### src/rtl/disp_scan_4dig_pkg.sv
// ---------------------------------------------------------------------------
// disp_scan_4dig_pkg
// Shared constants, types and small helpers for the 4-digit display scanner.
//   NDIG        : number of multiplexed digits
//   AN_OFF      : anode pattern with every digit switched off (active-low)
//   nibble_t    : one hex digit value
//   idx_t       : digit index type
//   disp_set_t  : one complete register set (value, points, blanks)
//   SET_RESET   : register-set contents after reset (all digits blanked)
// ---------------------------------------------------------------------------
package disp_scan_4dig_pkg;

  localparam int         NDIG   = 4;
  localparam logic [3:0] AN_OFF = 4'b1111;

  typedef logic [3:0] nibble_t;
  typedef logic [1:0] idx_t;

  typedef struct packed {
    logic [15:0] value;
    logic [3:0]  points;
    logic [3:0]  blanks;
  } disp_set_t;

  localparam disp_set_t SET_RESET = '{value: 16'h0000, points: 4'h0, blanks: 4'hF};

  // Active-low one-cold anode pattern for the given digit.
  function automatic logic [3:0] an_for_idx(input idx_t idx);
    logic [3:0] pattern;
    pattern      = AN_OFF;
    pattern[idx] = 1'b0;
    return pattern;
  endfunction

endpackage

### src/rtl/disp_scan_4dig_prescaler.sv
// ---------------------------------------------------------------------------
// scan_prescaler
// Free-running DIV_W-bit counter that sets the digit hold time. The tick
// output is high for the single cycle in which the counter sits at all-ones,
// i.e. once every 2^DIV_W cycles.
// Ports:
//   clk  : clock
//   rst  : synchronous active-high reset (counter cleared to 0)
//   tick : one-cycle strobe, counter == 2^DIV_W-1
// ---------------------------------------------------------------------------
module scan_prescaler #(
  parameter int DIV_W = 17
) (
  input  logic clk,
  input  logic rst,
  output logic tick
);

  logic [DIV_W-1:0] r_count;

  always_ff @(posedge clk) begin
    if (rst) begin
      r_count <= '0;
    end else begin
      // Natural wrap from all-ones back to zero.
      r_count <= r_count + DIV_W'(1);
    end
  end

  assign tick = &r_count;

endmodule

### src/rtl/disp_scan_4dig.sv
// ---------------------------------------------------------------------------
// disp_scan_4dig
// Time-multiplexed scanner for a 4-digit 7-segment display driven through an
// external hex decoder. New display contents are written into a shadow set
// and only promoted to the active set at the frame boundary (digit 3 -> 0),
// so a single frame never mixes old and new data.
// Ports:
//   clk        : clock, all state on rising edge
//   rst        : synchronous active-high reset
//   load       : one-cycle request to capture hexs/points/blanks
//   hexs       : nibble i drives digit i (digit 0 rightmost)
//   points     : decimal point per digit, active-high
//   blanks     : blank per digit, active-high
//   an         : anode enables, active-low, at most one low
//   hex        : nibble for the decoder D3..D0
//   point      : decimal point for the decoder
//   le         : blank for the decoder LE input
//   digit_idx  : digit currently being scanned (undelayed index register)
//   frame_done : one-cycle pulse following each 3 -> 0 wrap
// ---------------------------------------------------------------------------
module disp_scan_4dig
  import disp_scan_4dig_pkg::*;
#(
  parameter int DIV_W = 17
) (
  input  logic        clk,
  input  logic        rst,
  input  logic        load,
  input  logic [15:0] hexs,
  input  logic [3:0]  points,
  input  logic [3:0]  blanks,
  output logic [3:0]  an,
  output logic [3:0]  hex,
  output logic        point,
  output logic        le,
  output logic [1:0]  digit_idx,
  output logic        frame_done
);

  // -------------------------------------------------------------------------
  // Digit hold-time prescaler
  // -------------------------------------------------------------------------
  logic w_tick;

  scan_prescaler #(
    .DIV_W (DIV_W)
  ) u_prescaler (
    .clk  (clk),
    .rst  (rst),
    .tick (w_tick)
  );

  // -------------------------------------------------------------------------
  // State
  // -------------------------------------------------------------------------
  idx_t      r_idx;
  disp_set_t r_shadow;
  disp_set_t r_active;
  logic      r_pending;
  logic      r_frame_done;
  logic [3:0] r_an;
  nibble_t   r_hex;
  logic      r_point;
  logic      r_le;

  disp_set_t w_load_set;
  disp_set_t w_shadow_next;
  disp_set_t w_active_next;
  logic      w_pending_next;
  logic      w_wrap;

  assign w_load_set = '{value: hexs, points: points, blanks: blanks};

  // Frame boundary: the tick that moves the index from the last digit to 0.
  assign w_wrap = w_tick && (r_idx == idx_t'(NDIG - 1));

  // -------------------------------------------------------------------------
  // Active set split into per-digit nibbles for the output mux
  // -------------------------------------------------------------------------
  nibble_t w_act_nib [NDIG];

  genvar gi;
  generate
    for (gi = 0; gi < NDIG; gi++) begin : g_nib
      assign w_act_nib[gi] = r_active.value[4*gi +: 4];
    end
  endgenerate

  // -------------------------------------------------------------------------
  // Shadow / active update
  // A load that lands on the wrap tick bypasses the shadow stage and goes
  // straight to active; otherwise the shadow (last load wins) is promoted at
  // the next wrap.
  // -------------------------------------------------------------------------
  always_comb begin
    w_shadow_next  = r_shadow;
    w_active_next  = r_active;
    w_pending_next = r_pending;

    if (load) begin
      w_shadow_next = w_load_set;
    end

    if (load && w_wrap) begin
      w_active_next  = w_load_set;
      w_pending_next = 1'b0;
    end else if (load) begin
      w_pending_next = 1'b1;
    end else if (w_wrap && r_pending) begin
      w_active_next  = r_shadow;
      w_pending_next = 1'b0;
    end
  end

  // -------------------------------------------------------------------------
  // Sequential state and registered outputs
  // Outputs are registered from the pre-edge index and active set, so the
  // displayed digit trails digit_idx by one cycle but always pairs an index
  // with data from the same frame.
  // -------------------------------------------------------------------------
  always_ff @(posedge clk) begin
    if (rst) begin
      r_idx        <= '0;
      r_shadow     <= SET_RESET;
      r_active     <= SET_RESET;
      r_pending    <= 1'b0;
      r_frame_done <= 1'b0;
      r_an         <= AN_OFF;
      r_hex        <= '0;
      r_point      <= 1'b0;
      r_le         <= 1'b1;
    end else begin
      if (w_tick) begin
        r_idx <= r_idx + idx_t'(1);
      end
      r_shadow     <= w_shadow_next;
      r_active     <= w_active_next;
      r_pending    <= w_pending_next;
      r_frame_done <= w_wrap;
      r_an         <= an_for_idx(r_idx);
      r_hex        <= w_act_nib[r_idx];
      r_point      <= r_active.points[r_idx];
      r_le         <= r_active.blanks[r_idx];
    end
  end

  assign an         = r_an;
  assign hex        = r_hex;
  assign point      = r_point;
  assign le         = r_le;
  assign digit_idx  = r_idx;
  assign frame_done = r_frame_done;

endmodule
### config.mk
export PLATFORM = sky130hd
export DESIGN_NAME = disp_scan_4dig
export DESIGN_NICKNAME = d
export VERILOG_FILES = /design/src/rtl/disp_scan_4dig_pkg.sv /design/src/rtl/disp_scan_4dig_prescaler.sv /design/src/rtl/disp_scan_4dig.sv
export SDC_FILE = /design/constraint.sdc
export NUM_CORES = 1
export LEC_CHECK = 0
export ABC_CLOCK_PERIOD_IN_PS = 2400
export BUFFER_PORTS_ARGS = -buffer_cell sky130_fd_sc_hd__buf_2
export CAP_MARGIN = 0
export CORE_AREA = 2 2 115 117
export CTS_CLUSTER_DIAMETER = 100
export CTS_CLUSTER_SIZE = 10
export DETAILED_ROUTE_END_ITERATION = 10
export DIE_AREA = 0 0 117 119
export PLACE_DENSITY = 0.45
export SLEW_MARGIN = 30
export SYNTH_ARGS = -nofsm -noshare
export SYNTH_HDL_FRONTEND = slang
export SYNTH_HIERARCHICAL = 1
export SYNTH_SLANG_ARGS = --single-unit
### constraint.sdc
create_clock -name clk -period 2.4 [get_ports clk]
set_input_delay 0.24 -clock clk [delete_from_list [all_inputs] [get_ports clk]]
set_output_delay 0.24 -clock clk [all_outputs]
set_load 0.01 [all_outputs]
==> After elaboration in Yosys (flattened, before gate mapping) <==
Index checks and enable logic that the tools add are counted.
{ "totals": {"reg_bits": 79, "input_bits": 27, "output_inout_bits": 13, "wordCells": 46} }
{ "classes": {"n_addsub": 2, "magnitude_cmp": 3, "eq_ne": 2, "mux": 14, "bitwise_logic": 2, "reduce_logical": 9} }
{ "op_table": {"columns": ["operator", "count"], "rows": [
  ["two-way mux 24 bit", 3],
  ["adder 17 x 1 -> 17 bit, second input constant", 1],
  ["AND reduction 17 bit", 1],
  ["binary-select mux 4 bit (select 2 bit)", 1],
  ["two-way mux 4 bit", 2],
  ["two-way mux 1 bit", 5],
  ["binary-select mux 1 bit (select 2 bit)", 2],
  ["logical AND 1 bit", 4],
  ["inverter 4 bit", 1],
  ["nonzero test 2 bit", 2],
  ["greater-or-equal comparator 3 bit, second input constant", 1],
  ["less-than comparator 2 x 3 -> 1 bit, second input constant", 1],
  ["inverter 2 -> 3 bit", 1],
  ["adder 2 x 1 -> 2 bit, second input constant", 1],
  ["demux 1 bit (select 2 bit)", 1],
  ["== test 2 bit, second input constant", 1],
  ["greater-or-equal comparator 2 x 1 -> 1 bit, second input constant", 1],
  ["!= test 2 x 1 -> 1 bit, second input constant", 1],
  ["AND reduction 2 bit", 1],
  ["OR reduction 2 bit", 1]
]} }

==> Depth between registers and ports, before layout <==
Gate-level depths: netlist of the first run.
{ "logic_depth": {"depth_word": 6, "depth_mapped": 9, "ltp_nobuf": 8} }

==> Hierarchy <==
Netlist of the first run, hierarchy kept.
{ "modules_own_cells": {"columns": ["module", "n_inst", "cells_each", "area_per_inst_um2", "seq_area_each_um2"], "rows": [
  ["disp_scan_4dig", 1, 206, 2366.0, 1241.2],
  ["scan_prescaler", 1, 83, 747.0, 340.3]
]} }

==> Worst setup path after synthesis of the first run <==
OpenSTA, ideal clock, no wires.
{ "synth_timing": {"path_kind": "register to register", "start": "register u_prescaler.r_count[0]", "end": "register r_active[14] (netlist bit)", "setup_time_ns": 0.081, "arrival_time_ns": 1.959, "required_ns": 2.319, "setup_slack_ns": 0.359, "stages_incl_launch_ff": 10, "path_buffers": 1, "synth_period_minus_slack_ns": 2.041, "path_cell_list": "dfxtp_1 ha_1 nand4_4 nor2_1 and4_1 ha_1 o211a_1 buf_2 nor2_1 a211oi_2"} }
{ "synth_between": {"elab_chain_cells": 5, "elab_cells_between_ends": 8, "classes_between": "eq/ne (1); mux (1); reduce/logical (6)"} }
{ "synth_lines": {"columns": ["item", "line", "rtl"], "rows": [
  ["from (decl)", "disp_scan_4dig_prescaler.sv:19", "logic [DIV_W-1:0] r_count;"],
  ["from (signal assigned)", "disp_scan_4dig_prescaler.sv:26", "r_count <= r_count + DIV_W'(1);"],
  ["AND reduction 17 bit *", "disp_scan_4dig_prescaler.sv:30", "assign tick = &r_count;"],
  ["via w_tick", "disp_scan_4dig.sv:43", "logic w_tick;"],
  ["logical AND 1 bit *", "disp_scan_4dig.sv:75", "assign w_wrap = w_tick && (r_idx == idx_t'(NDIG - 1));"],
  ["logical AND 1 bit, on equally long branches", "disp_scan_4dig.sv:104, disp_scan_4dig.sv:109", null],
  ["!= test 2 x 1 -> 1 bit (no line) or nonzero test 2 bit (tied branches)", null, null],
  ["AND reduction 2 bit (no line)", null, null],
  ["to (signal assigned)", "disp_scan_4dig.sv:137", "r_active <= w_active_next;"],
  ["to (decl)", "disp_scan_4dig.sv:58", "disp_set_t r_active;"]
]} }
Mark *: on every way through the listed nets, which the timed path passes. The rest lies on a longest branch.
A chain may end at the register's enable or synchronous reset.

==> Worst setup path after layout of the first run <==
{ "layout_timing": {"start": "register u_prescaler.r_count[0]", "end": "register r_active[20] (netlist bit)"} }
The elaborated chain is that of the path after synthesis.

==> reports/qor.yml, run 1 <==
final_layout:
  syn2layout_area_growth_pct: 22.87
  layout-drive-gt1-share_pct: 27.33
  insertedDiodeCount: 0
  final_net_count: 361
  finish.cell_count_without_fillers: 509
detailed_routing:
  routed_wire_length_per_instance_um: 11.53
  routed_wl_mm: 5.868
  detail_route.first_pass.iterations: 4
  route.vias.total: 2042
  drt_drc_violations_left: 0
  number_of_vias_per_cell: 4.012
  final_antenna_net_count: 0
  initialDrtViolationCount: 92
placement:
  gp_routability_congestion: 0.7438
  detailedPlacementHpwl_mm: 3.906
  port_buffer_count: 39
  place.detailed.instances: 493
critical_path:
  data_required_time_at_the_worst_endpoint_ns: 2.65
  timing.critical_path.from_type: "flop"
  critPathArrivalTime_ns: 2.44
  critical_path.endpoint_type: "flop"
  path_max_fanout: 40
  setup.worst_path.class: "flop to flop"
yosys:
  postSynthNetCount: 322
  synth_top_cells_by_count: "79 x sky130_fd_sc_hd__dfxtp_1, 66 x sky130_fd_sc_hd__nor2_1, 25 x sky130_fd_sc_hd__mux2i_1"
  synth_area_mm2: 0.003113
  synth-async-reset-ratio_pct: 0
  synth_area_per_cell_um2: 10.77
  synth_top_flop_cell: "sky130_fd_sc_hd__dfxtp_1"
  synth_largest_type_area_fraction_pct: 50.80
  yosysTopAreaCell: "sky130_fd_sc_hd__dfxtp_1"
  synth_edf_count: 0
  synth_seq_area_share_pct: 50.80
  synth_top_cells_by_area: "sky130_fd_sc_hd__dfxtp_1 51%, sky130_fd_sc_hd__a211oi_2 8.0%, sky130_fd_sc_hd__mux2i_1 8.0%"
  ys_ff_latch: 79
  synth_cell_type_count: 31
  synth.most_common_cell: "sky130_fd_sc_hd__dfxtp_1"
  synthesis.instances: 289
  yosys_warnings: 6
clocking:
  clkLatencyLatePin_ns: 0.33
  cts_tree: "yes"
  clock_path_buffers: 2
  cts-hold-fix-buffers: 0
  htree_num_levels: 3
  number_of_clock_sinks_seen_by_cts: 79
  count_of_instances_resized_after_the_clock_tree_is_built: 0
  ctsRootBufferMaster: "sky130_fd_sc_hd__clkbuf_16"
  cts_post_setup_buffers_inserted: 0
  cts_made_buffers: 9
  cts.clk_slew.worst_paths_ns: 0.06
sta:
  worst_clock_skew_ns: 0.004069
  finalSetupViolations: 0
  clock.fmax_mhz: 457.0
  fin_crit_ns: 2.188
  hold_violations: 0
  tightest_pin_transition_ns: 0.6692
  finalSetupTns_ns: 0
  timing.final.crit_share_pct: 91.17
  rsz_0062_raised_after_global_routing: "no"
  timing.final.max_slew_violations: 0
  timing.max_slew.rel_slack_pct: 55.39
die:
  die_x_um: 117
  placeableCoreArea_mm2: 0.01287
  core.rowCount: 42
  design.die.area_mm2: 0.01392
  chipHeight_um: 119
  initial_utilization_pct: 24.18
  io_count: 40
flow_run:
  maxCapViolations: 0
global_routing:
  antenna_found_initial: 0
  grt_overflow: 0
  grt_first_pass_wirelength_mm: 9.639
  global_route.usage.total_pct: 9.124
  grt_start_max_net_pins: 49
  first_global_vias: 1999
status:
  outcome: "finished clean"
pwr:
  leakagePower_nw: 1.450
  irDropWorstVdd_uv: 281.2
  power-per-cell-area_mw_per_mm2: 771.1
worst_hold_path:
  timing.hold.worst.class: "input port to flop"
==> area by class of cell <==
class,instances,area [um2]
fill,1341,9050
sequential,79,1582
multi-input combinational,187,1419
clock buffer,13,260.3
timing repair buffer,46,260.3
tap,176,220.2
clock inverter,3,65.06
inverter,5,18.77
==> power breakdown <==
group	internal [W]	leakage [nW]	total [W]	switching, W
combinational	0.0000502	0.648	0.000126	0.0000758
sequential	0.00134	0.643	0.00135	0.0000129
clock	0.000966	0.160	0.00147	0.000502
total	0.00236	1.45	0.00295	0.000591
==> critical path, cell delays in order (launching register included) <==
cell and delay, ns:
sky130_fd_sc_hd__dfxtp_1 0.39, sky130_fd_sc_hd__ha_1 0.28, sky130_fd_sc_hd__nand4_4 0.15, sky130_fd_sc_hd__nor2_1 0.20, sky130_fd_sc_hd__and4_1 0.21, sky130_fd_sc_hd__ha_1 0.16
sky130_fd_sc_hd__o211a_1 0.19, sky130_fd_sc_hd__buf_12 0.23, sky130_fd_sc_hd__nor2_1 0.08, sky130_fd_sc_hd__a211oi_2 0.20
==> final timing paths <==
kind	cells past startpoint	slack [ns]	start	to
min	3	0.17	blanks[0]	r_shadow[0]
min reg2reg	1	0.47	r_active[3]	r_active[3]
max	9	0.21	u_prescaler/r_count[0]	r_active[20]
max reg2reg	9	0.21	u_prescaler/r_count[0]	r_active[20]
==> per-layer routing <==
layer	track usage [%]	up-vias	wire, um
met3	3.206	13	267
met2	13.15	31	2473
met5	0	-	0
met4	5.074	0	147
met1	11.76	932	2980
li1	-	1066	-
==> cell usage in the layout (no fill, tap or decap), types with 8 or more instances in the layout <==
cell and instances:
sky130_fd_sc_hd__xnor2_1 11, sky130_fd_sc_hd__dfxtp_1 79, sky130_fd_sc_hd__buf_2 39, sky130_fd_sc_hd__a211oi_2 20
sky130_fd_sc_hd__mux2i_1 25, sky130_fd_sc_hd__nor2b_1 8, sky130_fd_sc_hd__nor2_1 66, sky130_fd_sc_hd__clkbuf_16 9
sky130_fd_sc_hd__nand2b_1 8
==> metrics by stage <==
step	hold WS, ns	total power [W]	util [%]	worst slack [ns]	area (um2)
after detailed placement	0.4504	0.001513	27.18	0.2211	3500
final	0.1677	0.002949	29.71	0.2118	3825
after global routing	0.1601	0.003071	29.71	0.04151	3825
after CTS	0.1576	0.003000	29.71	0.1845	3825
after floorplan	0.3930	0.001467	-	0.3593	3113
after global placement	0.4399	0.001510	27.18	0.2764	3500
==> flip-flops by register name (all words and copies together), names as in the netlist <==
| register | flops |
|---|---|
| r_shadow | 24 |
| u_prescaler/r_count | 17 |
| digit_idx | 2 |
| hex | 4 |
| frame_done | 1 |
| r_active | 24 |
| le | 1 |
| r_pending | 1 |
| an | 4 |
| point | 1 |
==> kinds of logic after synthesis <==
| family | synth area share [%] |
|---|---|
| xor+xnor | 3.658 |
| flops | 50.80 |
| fa+ha+maj | 2.412 |
| mux | 12.74 |
| simple gates | 16.56 |
| buf+inv | 3.617 |
| compound gates | 10.21 |
Note: power is estimated with default switching activity, not from simulation.
==> run 2: changes to the inputs <==
CORE_AREA = 2 2 77 79   (was 2 2 115 117)
DIE_AREA = 0 0 79 81   (was 0 0 117 119)
PLACE_DENSITY = 0.82   (was 0.45)
==> reports/qor.yml, run 2 (synthesis gave the netlist of run 1 again) <==
detailed_routing:
  number_of_vias_per_cell: 5.144  # +28%
  route.vias.total: 2104  # +3.0%
  routed_wire_length_per_instance_um: 12.90  # +12%
  final_antenna_net_count: 0  # unchanged
  initialDrtViolationCount: 69  # -25%
  routed_wl_mm: 5.276  # -10%
  detail_route.first_pass.iterations: 4  # unchanged
  drt_drc_violations_left: 0  # unchanged
sta:
  finalSetupTns_ns: 0  # unchanged
  timing.final.crit_share_pct: 91.61  # +0.44 points
  clock.fmax_mhz: 454.8  # -0.48%
  tightest_pin_transition_ns: 0.5626  # -0.1066 ns
  rsz_0062_raised_after_global_routing: "no"
  finalSetupViolations: 0  # unchanged
  worst_clock_skew_ns: 0.006919  # +0.002850 ns
  worst_slack_ns: 0.2013  # -0.01054 ns
  fin_crit_ns: 2.199  # +0.01054 ns
  hold_violations: 0  # unchanged
  hold-worst-slack_ns: 0.1398  # -0.02797 ns
  timing.max_slew.rel_slack_pct: 62.49  # +7.1 points
  timing.final.max_slew_violations: 0  # unchanged
die:
  design.die.area_mm2: 0.006399  # -54%
  die_x_um: 79  # -32%
  core.rowCount: 28  # -33%
  chipHeight_um: 81  # -32%
  initial_utilization_pct: 54.85  # +31 points
  io_count: 40  # unchanged
  placeableCoreArea_mm2: 0.005675  # -56%
status:
  outcome: "finished clean"
final_layout:
  most-common-layout-cells: "79 x sky130_fd_sc_hd__dfxtp_1, 66 x sky130_fd_sc_hd__nor2_1, 39 x sky130_fd_sc_hd__buf_2"
  post-route-util_pct: 63.05  # +33 points
  nFillCells: 456  # -66%
  layout-drive-gt1-share_pct: 28.14  # +0.82 points
  largest_registers: "r_active (24), r_shadow (24), u_prescaler/r_count (17)"
  final_common_cell: "sky130_fd_sc_hd__dfxtp_1"
  insertedDiodeCount: 0  # unchanged
  postLayoutCellArea_mm2: 0.003578  # -6.4%
  final_net_count: 362  # +0.28%
  syn2layout_area_growth_pct: 14.95
clocking:
  htree_num_levels: 3  # unchanged
  clock_path_buffers: 2  # unchanged
  cts_tree: "yes"
  cts-hold-fix-buffers: 0  # unchanged
  count_of_instances_resized_after_the_clock_tree_is_built: 0  # unchanged
  cts.clk_slew.worst_paths_ns: 0.08  # +0.02 ns
  clkLatencyLatePin_ns: 0.34  # about the same
  cts_made_buffers: 9  # unchanged
  cts_post_setup_buffers_inserted: 0  # unchanged
  ctsRootBufferMaster: "sky130_fd_sc_hd__clkbuf_8"
  number_of_clock_sinks_seen_by_cts: 79  # unchanged
critical_path:
  timing.critical_path.from_type: "flop"
  crit_chain: "ha_1 -> nand4_4 -> nor2_1 -> and4_1 -> ha_1 -> o211a_1 -> buf_12 -> nor2_1 -> a211oi_2"
  regToRegStartpoint: "u_prescaler/r_count[0]"
  critical_path.endpoint_type: "flop"
  critical_path.top_delay_family: "simple AND/OR/NAND/NOR gates"
  critPathArrivalTime_ns: 2.46  # +0.02 ns
  data_required_time_at_the_worst_endpoint_ns: 2.66  # about the same
  setup.worst_path.class: "flop to flop"
  worst_path_largest_cell_delay_ns: 0.39  # about the same
  worstPathBufferInverterCount: 1  # unchanged
  path_max_fanout: 40  # unchanged
  worst_setup_startpoint: "u_prescaler/r_count[0]"
  crit_path_top_delay_cell: "sky130_fd_sc_hd__dfxtp_1"
global_routing:
  m2_gr_usage_pct: 31.53  # +18 points
  first_global_vias: 2046  # +2.4%
  grt_first_pass_wirelength_mm: 8.894  # -7.7%
  grt.met3_usage_pct: 5.222  # +2.0 points
  globalRouteMet1Util_pct: 20.71  # +8.9 points
  grt_overflow: 0  # unchanged
  global_route.usage.total_pct: 18.43  # +9.3 points
  antenna_found_initial: 0  # unchanged
  grt_start_max_net_pins: 41  # -16%
  globalRoute.busiestLayer: "met2"
placement:
  postPlaceCellArea_mm2: 0.003381  # -3.4%
  pre_cts_ws_ns: 0.2212  # +0.0001020 ns
  port_buffer_count: 39  # unchanged
  gp_routability_congestion: 0.7378  # -0.81%
  detailedPlacementHpwl_mm: 3.643  # -6.7%
worst_hold_path:
  worst_hold_startpoint: "blanks[0]"
  timing.hold.worst.class: "input port to flop"
pwr:
  irDropWorstVdd_uv: 324.7  # +15%
  leakagePower_nw: 1.393  # -3.9%
  power-per-cell-area_mw_per_mm2: 682.5  # -11%
flow_run:
  maxCapViolations: 0  # unchanged
[run 2: worst register-to-register path, cell delays in order, from the launching register on]
cell,delay [ns]
sky130_fd_sc_hd__dfxtp_1,0.39
sky130_fd_sc_hd__ha_1,0.27
sky130_fd_sc_hd__nand4_4,0.15
sky130_fd_sc_hd__nor2_1,0.19
sky130_fd_sc_hd__and4_1,0.22
sky130_fd_sc_hd__ha_1,0.17
sky130_fd_sc_hd__o211a_1,0.20
sky130_fd_sc_hd__buf_12,0.23
sky130_fd_sc_hd__nor2_1,0.10
sky130_fd_sc_hd__a211oi_2,0.20
[run 2: per-layer routing]
metal	vias to the layer above	wire [um]
li1	1068	-
met1	990	2346
met2	34	2582
met3	12	211
met4	0	135
met5	-	0
[run 2: final cells by class]
class | count | area [um2] | area share (%)
flip-flops and latches | 79 | 1582 | 44.20
multi-input cells | 187 | 1419 | 39.65
repair buffers | 47 | 267.8 | 7.483
clock buffers | 10 | 137.6 | 3.846
well taps | 75 | 93.84 | 2.622
clock inverters | 6 | 60.06 | 1.678
inverters | 5 | 18.77 | 0.5245
[run 2: metrics by stage]
step / instances / total power [W]
after floorplan: 289 / 0.001467
after global placement: 393 / 0.001505
after detailed placement: 393 / 0.001510
after CTS: 409 / 0.002474
after global routing: 409 / 0.002541
final: 409 / 0.002442
[run 2: path summary, 6_finish.rpt]
kind	to	slack, ns	cells after the start
setup reg to reg	r_active[20]	0.20	9
hold / removal	r_shadow[0]	0.14	3
hold reg to reg	r_active[2]	0.46	1
setup / recovery	r_active[20]	0.20	9
[run 2: power breakdown]
| part | switching [W] | leakage, nW | internal [W] |
|---|---|---|---|
| clock network | 0.000462 | 0.0981 | 0.000503 |
| registers | 0.0000133 | 0.643 | 0.00134 |
| logic | 0.0000738 | 0.652 | 0.0000506 |
==> run 3: changes to the inputs <==
ABC_CLOCK_PERIOD_IN_PS = 1850   (was 2400)
CELL_PAD_IN_SITES_DETAIL_PLACEMENT = 1   (was not set)
CELL_PAD_IN_SITES_GLOBAL_PLACEMENT = 1   (was not set)
CORE_AREA = 2 2 92 94   (was 2 2 77 79)
DIE_AREA = 0 0 94 96   (was 0 0 79 81)
PLACE_DENSITY = 0.76   (was 0.82)
clock period = 1.85 ns   (was 2.4 ns; I/O delays follow)
==> reports/qor.yml, run 3 (synthesis gave the netlist of run 1 again) <==
status:
  outcome: "finished clean"
global_routing:
  global_route.usage.total_pct: 15.63  # -2.8 points
  first_global_vias: 2262  # +11%
  antenna_found_initial: 0  # unchanged
  grt_first_pass_wirelength_mm: 10.72  # +20%
  grt_overflow: 0  # unchanged
  grt_start_max_net_pins: 56  # +37%
final_layout:
  largest_registers: "r_active (24), r_shadow (24), u_prescaler/r_count (17)"
  final_net_count: 389  # +7.5%
  syn2layout_area_growth_pct: 28.42
  finish.cell_count_without_fillers: 466  # +14%
  insertedDiodeCount: 0  # unchanged
  final_common_cell: "sky130_fd_sc_hd__dfxtp_1"
  most-common-layout-cells: "77 x sky130_fd_sc_hd__dfxtp_1, 63 x sky130_fd_sc_hd__nor2_1, 39 x sky130_fd_sc_hd__buf_2"
  layout-drive-gt1-share_pct: 36.01  # +7.9 points
  postLayoutCellArea_mm2: 0.003998  # +12%
  post-route-util_pct: 49.65  # -13 points
pwr:
  share_seq_of_total_power_pct: 50.4  # -5.0 points
  irDropWorstVdd_uv: 390.2  # +20%
  leakagePower_nw: 1.574  # +13%
  p_sw_w: 0.0007627  # +39%
  power-per-cell-area_mw_per_mm2: 871.7  # +28%
  power.switching_fraction_pct: 21.89  # -0.60 points
  p_int_w: 0.002722  # +44%
  pwr-share-clk_pct: 44.4  # +4.9 points
  p_comb_share_pct: 5.2  # about the same
critical_path:
  crit_path_top_delay_cell: "sky130_fd_sc_hd__dfxtp_2"
  worst_path_largest_cell_delay_ns: 0.36  # -0.03 ns
  regToRegStartpoint: "u_prescaler/r_count[0]"
  critical_path.endpoint_type: "flop"
  data_required_time_at_the_worst_endpoint_ns: 2.13  # -0.53 ns
  worstRegToRegCells: 9  # unchanged
  timing.rr.end: "r_active[7]"
  worst_setup_startpoint: "u_prescaler/r_count[0]"
  worst-r2r-setup-slack_ns: 0.05  # -0.15 ns
  worst_path_most_repeated_cell: "sky130_fd_sc_hd__ha_4"
  critPathArrivalTime_ns: 2.08  # -0.38 ns
  crit_chain: "ha_4 -> nand4_4 -> nor2_4 -> and4_4 -> ha_4 -> o211a_4 -> clkbuf_16 -> nor2_1 -> a211oi_2"
  path_max_fanout: 7  # -83%
  timing.critical_path.from_type: "flop"
  setup.worst_path.class: "flop to flop"
placement:
  pre_cts_ws_ns: -0.05108  # -0.2723 ns
  gp_routability_congestion: 0.7459  # +1.1%
  place.detailed.instances: 443  # +13%
  port_buffer_count: 39  # unchanged
  postPlaceCellArea_mm2: 0.003611  # +6.8%
  detailedPlacementHpwl_mm: 4.368  # +20%
clocking:
  htree_num_levels: 3  # unchanged
  clock_path_buffers: 2  # unchanged
  cts_tree: "yes"
  number_of_clock_sinks_seen_by_cts: 79  # unchanged
  cts.clk_slew.worst_paths_ns: 0.09  # about the same
  clkLatencyLatePin_ns: 0.35  # about the same
  ctsRootBufferMaster: "sky130_fd_sc_hd__clkbuf_8"
  cts_made_buffers: 9  # unchanged
sta:
  timing.max_slew.rel_slack_pct: 68.15  # +5.7 points
  hold-worst-slack_ns: 0.08330  # -0.05645 ns
  worst_slack_ns: 0.04631  # -0.1550 ns
  timing.final.max_slew_violations: 0  # unchanged
  worst_clock_skew_ns: 0.01487  # +0.007952 ns
  fin_crit_ns: 1.804  # -0.3950 ns
  clock.fmax_mhz: 554.4  # +22%
  hold_violations: 0  # unchanged
  finalSetupViolations: 0  # unchanged
  tightest_pin_transition_ns: 0.4777  # -0.08492 ns
  rsz_0062_raised_after_global_routing: "yes"
  timing.final.crit_share_pct: 97.50  # +5.9 points
detailed_routing:
  drt_drc_violations_left: 0  # unchanged
  detail_route.first_pass.iterations: 4  # unchanged
  number_of_vias_per_cell: 4.850  # -5.7%
  final_antenna_net_count: 0  # unchanged
  route.vias.total: 2260  # +7.4%
  routed_wire_length_per_instance_um: 14.34  # +11%
  routed_wl_mm: 6.684  # +27%
  initialDrtViolationCount: 75  # +8.7%
worst_hold_path:
  worst_hold_startpoint: "blanks[0]"
  whs_endpoint: "r_shadow[0]"
  min_delay_path_depth: 3  # unchanged
  timing.hold.worst.class: "input port to flop"
die:
  initial_utilization_pct: 38.66  # -16 points
  placeableCoreArea_mm2: 0.008051  # +42%
  design.die.area_mm2: 0.009024  # +41%
  chipHeight_um: 96  # +19%
  core.rowCount: 33  # +18%
  io_count: 40  # unchanged
  die_x_um: 94  # +19%
flow_run:
  maxCapViolations: 0  # unchanged
-- run 3: final cells by class --
type,count,area (um2)
multi-input cells,187,1480
repair buffers,74,540.5
flip-flops and latches,79,1584
clock inverters,6,115.1
inverters,5,18.77
clock buffers,10,127.6
well taps,105,131.4
fillers,881,4054
-- run 3: per-stage QoR --
step | setup TNS (ns) | total power, W
2_1_floorplan | 0 | 0.001908
3_3_place_gp | 0 | 0.001970
3_5_place_dp | -0.7929 | 0.001978
4_1_cts | 0 | 0.003532
5_1_grt | -0.1865 | 0.003622
6_report | 0 | 0.003485
-- run 3: routing by layer --
layer | part of all wire, % | GRT usage [%] | vias up | wire length (um)
li1 | - | - | 1118 | -
met1 | 45 | 18.68 | 1085 | 2989
met2 | 49 | 26.79 | 42 | 3307
met3 | 3.2 | 3.524 | 15 | 211
met4 | 2.6 | 7.246 | 0 | 176
met5 | 0 | 0 | - | 0
-- run 3: power groups by stage --
stage	clock network [W]	registers, W	logic [W]
6_report	0.00155	0.00175	0.000182
5_1_grt	0.00166	0.00176	0.000202
4_1_cts	0.00159	0.00176	0.000186
3_5_place_dp	0	0.00179	0.000184
3_3_place_gp	0	0.00179	0.000178
2_1_floorplan	0	0.00179	0.000114
-- run 3: worst max path at each step --
stage / endpoint / slack [ns] / depth (start not counted)
floorplan: r_active[14] / 0.03 / 9
global placement: r_active[3] / 0.06 / 8
detailed placement: r_active[21] / -0.05 / 9
CTS: r_active[8] / 0.003 / 9
global route: r_active[7] / -0.03 / 9
finish: r_active[7] / 0.05 / 9
-- run 3: repair_timing --
item / CTS / global route
hold buffers: 0 / 0
buffers inserted: 1 / 4
endpoints found under the setup margin: 24 / 24
cloned: 1 / 1
resized for setup: 5 / 5
pin swaps: 1 / 15
-- run 3: critical path: cells and delay by family, from the launching register on --
kind / cells / cell delay, ns
buf+inv: 1 / 0.17
compound gates: 2 / 0.43
simple gates: 4 / 0.48
fa+ha+maj: 2 / 0.30
flops: 1 / 0.36
